<file path="config.mk">
export PLATFORM = sky130hd
export DESIGN_NAME = branch_recovery_ctrl
export DESIGN_NICKNAME = d
export VERILOG_FILES = /design/src/rtl/branch_recovery_ctrl.sv
export SDC_FILE = /design/constraint.sdc
export NUM_CORES = 1
export LEC_CHECK = 0
export BUFFER_PORTS_ARGS = -buffer_cell sky130_fd_sc_hd__buf_4
export CAP_MARGIN = 20
export CORE_UTILIZATION = 30
export CTS_CLUSTER_DIAMETER = 80
export DETAILED_ROUTE_END_ITERATION = 10
export SLEW_MARGIN = 40
export SYNTH_ARGS = -nofsm -noshare
export SYNTH_HDL_FRONTEND = slang
export SYNTH_SLANG_ARGS = --single-unit
</file>
<file path="constraint.sdc">
create_clock -name clk -period 3.28 [get_ports clk]
set_input_delay 0.164 -clock clk [delete_from_list [all_inputs] [get_ports clk]]
set_output_delay 0.164 -clock clk [all_outputs]
set_load 0.03 [all_outputs]
</file>
<file path="src/rtl/branch_recovery_ctrl.sv">
// Branch misprediction recovery controller.
// Tracks in-flight branches in a circular checkpoint FIFO. A mispredict runs
// FLUSH (restore pulse) then REDIRECT (fetch redirect pulse) before dispatch
// resumes.

`ifndef ROB_SIZE
`define ROB_SIZE 16
`endif
`ifndef PC_SIZE
`define PC_SIZE 32
`endif

module branch_recovery_ctrl #(
    parameter int CP_COUNT = 4,
    parameter int ROB_AW   = $clog2(`ROB_SIZE),
    parameter int CPW      = $clog2(CP_COUNT)
) (
    input  logic                 clk,
    input  logic                 n_rst,
    input  logic                 alloc_req,
    input  logic [ROB_AW-1:0]    alloc_rob_addr,
    output logic                 alloc_grant,
    output logic [CPW-1:0]       alloc_cp_id,
    output logic                 dispatch_stall,
    input  logic                 resolve_valid,
    input  logic [CPW-1:0]       resolve_cp_id,
    input  logic                 resolve_mispredict,
    input  logic [`PC_SIZE-1:0]  resolve_target,
    output logic                 resolve_ready,
    output logic                 restore,
    output logic [ROB_AW-1:0]    restore_tail,
    output logic [CPW-1:0]       restore_cp_id,
    output logic                 redirect_valid,
    output logic [`PC_SIZE-1:0]  redirect_pc,
    output logic [CPW:0]         outstanding
);

    localparam logic [CPW:0]        CP_FULL  = CP_COUNT[CPW:0];
    localparam logic [ROB_AW-1:0]   ROB_LAST = ROB_AW'(`ROB_SIZE - 1);

    typedef enum logic [1:0] {
        IDLE     = 2'd0,
        FLUSH    = 2'd1,
        REDIRECT = 2'd2
    } state_t;

    state_t state;
    state_t state_next;

    logic [CPW-1:0]       head;
    logic [CPW-1:0]       tail;
    logic [CPW-1:0]       head_next;
    logic [CP_COUNT-1:0]  slot_valid;
    logic [CP_COUNT-1:0]  slot_resolved;
    logic [ROB_AW-1:0]    slot_rob   [CP_COUNT];
    logic [`PC_SIZE-1:0]  slot_target[CP_COUNT];

    logic [CPW-1:0]       flush_cp;
    logic [ROB_AW-1:0]    flush_tail;

    logic                 retire;
    logic                 accept;
    logic                 mis_accept;
    logic                 ok_accept;
    logic [CP_COUNT-1:0]  kill;

    // The registered count decides fullness, so a same-cycle retire cannot
    // free a slot for a grant and no combinational loop forms.
    assign alloc_grant    = alloc_req && (state == IDLE) && (outstanding < CP_FULL);
    assign alloc_cp_id    = tail;
    assign dispatch_stall = (outstanding == CP_FULL) || (state != IDLE);
    assign resolve_ready  = (state == IDLE);

    assign retire     = slot_valid[head] && slot_resolved[head];
    assign head_next  = head + CPW'(retire);
    assign accept     = resolve_valid && (state == IDLE) && slot_valid[resolve_cp_id];
    assign mis_accept = accept && resolve_mispredict;
    assign ok_accept  = accept && !resolve_mispredict;

    // Mark the mispredicted slot and everything younger (by age from head) for
    // invalidation; slots outside the live range are already invalid.
    always_comb begin
        kill = '0;
        for (int i = 0; i < CP_COUNT; i++) begin
            kill[i] = (CPW'(i) - head) >= (flush_cp - head);
        end
    end

    // State register for the recovery sequence; reset abandons any recovery.
    always_ff @(posedge clk) begin
        if (!n_rst) begin
            state <= IDLE;
        end else begin
            state <= state_next;
        end
    end

    // Next-state selection and the one-cycle restore/redirect pulses.
    always_comb begin
        state_next     = state;
        restore        = 1'b0;
        restore_tail   = '0;
        restore_cp_id  = '0;
        redirect_valid = 1'b0;
        redirect_pc    = '0;
        case (state)
            IDLE: begin
                if (mis_accept) begin
                    state_next = FLUSH;
                end
            end
            FLUSH: begin
                restore       = 1'b1;
                restore_tail  = flush_tail;
                restore_cp_id = flush_cp;
                state_next    = REDIRECT;
            end
            REDIRECT: begin
                redirect_valid = 1'b1;
                redirect_pc    = slot_target[flush_cp];
                state_next     = IDLE;
            end
            default: begin
                state_next = IDLE;
            end
        endcase
    end

    // Checkpoint FIFO: allocate at tail, mark resolutions, retire from head,
    // and on FLUSH drop the mispredicted slot and all younger ones. The
    // retire clear comes last so it wins over any write to the same slot.
    always_ff @(posedge clk) begin
        if (!n_rst) begin
            head          <= '0;
            tail          <= '0;
            outstanding   <= '0;
            slot_valid    <= '0;
            slot_resolved <= '0;
            flush_cp      <= '0;
            flush_tail    <= '0;
        end else begin
            if (alloc_grant) begin
                slot_valid[tail]    <= 1'b1;
                slot_resolved[tail] <= 1'b0;
                slot_rob[tail]      <= alloc_rob_addr;
                tail                <= tail + CPW'(1);
            end

            if (accept) begin
                slot_target[resolve_cp_id] <= resolve_target;
            end
            if (ok_accept) begin
                slot_resolved[resolve_cp_id] <= 1'b1;
            end
            if (mis_accept) begin
                flush_cp   <= resolve_cp_id;
                flush_tail <= (slot_rob[resolve_cp_id] == ROB_LAST) ?
                              '0 : slot_rob[resolve_cp_id] + ROB_AW'(1);
            end

            if (state == FLUSH) begin
                slot_valid    <= slot_valid & ~kill;
                slot_resolved <= slot_resolved & ~kill;
                tail          <= flush_cp;
                outstanding   <= {1'b0, flush_cp - head_next};
                if (retire) begin
                    slot_valid[head]    <= 1'b0;
                    slot_resolved[head] <= 1'b0;
                end
            end else begin
                outstanding <= outstanding + {{CPW{1'b0}}, alloc_grant}
                                           - {{CPW{1'b0}}, retire};
                if (retire) begin
                    slot_valid[head]    <= 1'b0;
                    slot_resolved[head] <= 1'b0;
                end
            end

            head <= head_next;
        end
    end

endmodule

</file>
==> run summary <==
Status - complete, no violations
Req. time, crit path - 3.63 ns
Worst-Skew Late Latency - 0.43 ns
Cell Area, Placed - 8070 um^2
ANT nets after route - 0
Combinational share of power - 9.3%
Post-synth EDFFs - 144
Cell area after layout - 9020 um^2
Setup crit start kind - flip-flop
Top cells by area, synth - edfxtp_1 (62%), mux4_2 (12%), dfxtp_1 (7.2%)
Starting Density - 30.7%
P_int - 3.62 mW
Power per cell area - 535 nW/um^2
Net Sw Power - 1.21 mW
Min cycle time layout - 2.63 ns
Critical path capture point type - flip-flop
Final Slew Violations - 0
Adder-cell share of the synthesized area - 3.33%
Register Area - 4830 um^2
Fin cells - 870
Syn avg cell area - 17.1 um^2
CTS Buf Count - 17
Drt via density - 4.57
Max VDD drop - 0.000453 V
Ys async rst share - 0%
Largest net degree at the start of global routing - 34
Cells after DPL - 801
Hold crit path type - in2reg
DR WL/cell - 17.0 um
CTS sink cnt - 169
Syn-to-layout area delta - 29.0%
RSZ-0062 raised after global routing - no
Slew @ Worst Pin - 0.662 ns
Setup CP Type - reg2reg
Iteration-0 DRC Markers - 187
Final Setup Violations - 0
Final period util - 80.1%
Drc violations - 0
IO buf count - 90
Commonest cells post-synth - edfxtp_1 (144), mux4_2 (36), nor2b_1 (33), dfxtp_1 (25), nand2_1 (20)
Count leader, synth - edfxtp_1
Post-Synth XOR/XNOR Area - 1.47%
CTS tree - done
Multiplexer area fraction after synthesis - 12.5%
Nets@finish - 604
Chip Height - 155 um
Via count - 3974
Synth warnings - 0
Clock buffer depth - 2
FILL cells - 2111
Crit path DAT - 2.98 ns
Max Fclk - 0.380 GHz
Die Wd - 155 um
Congestion Overflow GR - 0
Initial antenna violation count - 1
Compound-Gate Fraction of Synth Area - 2.95%
Multi-input logic area - 2040 um^2
Largest family of logic cells by synthesized area - multiplexers
# IOs - 91
Share of layout cells above drive strength 1 - 32.0%
Number of global-route vias before repair - 4248
Area leader, netlist - edfxtp_1
Post-Synthesis Cell Area - 6990 um^2
Setup repair bufs after CTS - 0
Final Hold Viols - 0
Core area - 22800 um^2
Cells after Synth - 408
Synth Register Bits - 169
Area fraction of the dominant cell type after synthesis - 61.9%
DR pass1 iterations - 4
Post-Route Setup TNS - 0 ns
Leakage - 3.17 nW
Clock-pin slew on the worst setup and hold paths - 0.07 ns
Final setup skew - 0.00963 ns
Slew headroom - 55.8%
Global-route wire length before repair - 23300 um
# rows - 55
Die ar. - 23900 um^2
Clock group share of total power - 40.1%
Synth Area in Simple Gates - 8.47%
H-tree depth - 4
Sequential area share after synthesis - 69.0%
Sw Share - 25.1%
Yosys cell types - 49
Mapped Nets - 469
GRT Util Overall - 13.1%
CP max FO - 7
Main synth FF type - edfxtp_1
Worst Hold Slack - 0.0717 ns
Final WL - 14800 um
Root buffer cell - clkbuf_16
Sequential Power Share - 50.6%
Final HPWL DP - 9420 um
Max-cap violations - 0
GP Congestion - 0.791
==> metrics by stage <==
stage / utilization [%] / worst slack, ns / power [mW]
after floorplan: - / 0.180 / 2.73
after global placement: 35.4 / 0.761 / 2.89
after detailed placement: 35.4 / 0.654 / 2.90
after CTS: 39.5 / 0.634 / 4.88
after global routing: 39.6 / 0.403 / 5.00
final: 39.6 / 0.651 / 4.83
==> path summary, 6_finish.rpt <==
kind / start / end / slack (ns) / cells past startpoint
max: head[0] / outstanding[2] / 0.65 / 11
min: n_rst / head[0] / 0.07 / 2
max reg2reg: head[0] / outstanding[2] / 0.65 / 11
min reg2reg: flush_tail[1] / flush_tail[1] / 0.46 / 2
==> per-layer routing <==
metal / track usage (%) / vias to the layer above / share of wire (%)
met5: 0 / - / 0
met4: 3.82 / 0 / 1.2
met3: 4.06 / 16 / 4.9
met2: 23.1 / 110 / 52
met1: 15.4 / 2004 / 42
li1: - / 1844 / -
==> timing repair <==
action                    CTS  global route
hold buffers               36             0
gates resized for setup     0             0
hold endpoints to repair  144             0
==> layout by cell type, fill, tap and decap left out, types with 7 or more instances in the layout <==
cell type,netlist,final
inv_1,18,18
dfxtp_1,25,23
edfxtp_1,144,144
nor2_1,12,12
a21oi_1,10,10
xnor2_1,7,7
ha_1,17,17
nand2_1,20,20
nor2b_1,33,32
mux4_2,36,36
buf_4,1,99
dlygate4sd3_1,0,36
clkbuf_16,0,17
and2_1,8,8
==> layout make-up <==
| type | instances | area share [%] |
|---|---|---|
| antenna | 1 | 0.0278 |
| clock buffer | 17 | 4.72 |
| clock inverter | 15 | 1.71 |
| inverter | 18 | 0.749 |
| multi-input combinational | 202 | 22.7 |
| sequential | 169 | 53.6 |
| tap | 313 | 4.34 |
| timing repair buffer | 135 | 12.2 |
==> critical path: stages (launching register included) <==
cell	delay, ns
dfxtp_1	0.50
inv_1	0.17
mux4_2	0.50
inv_1	0.10
ha_1	0.23
inv_1	0.06
ha_1	0.13
inv_1	0.04
fa_1	0.37
xor2_1	0.16
xnor2_1	0.13
nor3_1	0.15
==> kinds of logic (layout without fill, tap and decap cells) <==
| logic type | Yosys count | count (layout) |
|---|---|---|
| DFF | 169 | 169 |
| and+or+nand+nor | 102 | 102 |
| muxes | 39 | 39 |
| buffers and inverters | 37 | 185 |
| AOI/OAI and AO/OA | 33 | 33 |
| adders and majority gates | 18 | 18 |
| xor gates and xnor gates | 10 | 10 |
| other | 0 | 1 |
==> sequential cells by signal (all words and copies together), names as in the netlist, named ones only <==
| name | flops |
|---|---|
| slot_resolved | 4 |
| head | 2 |
| alloc_cp_id | 2 |
| outstanding | 3 |
| state | 2 |
| flush_cp | 2 |
| flush_tail | 4 |
| slot_valid | 4 |
| slot_rob | 16 |
| slot_target | 128 |
==> power groups by stage <==
stage | clock network (mW) | registers [mW] | logic [mW]
finish | 1.93 | 2.44 | 0.449
global placement | 0 | 2.49 | 0.403
CTS | 1.98 | 2.44 | 0.453
floorplan | 0 | 2.51 | 0.221
global route | 2.06 | 2.45 | 0.490
detailed placement | 0 | 2.49 | 0.413
No activity file was read; power rests on OpenSTA's default activity.
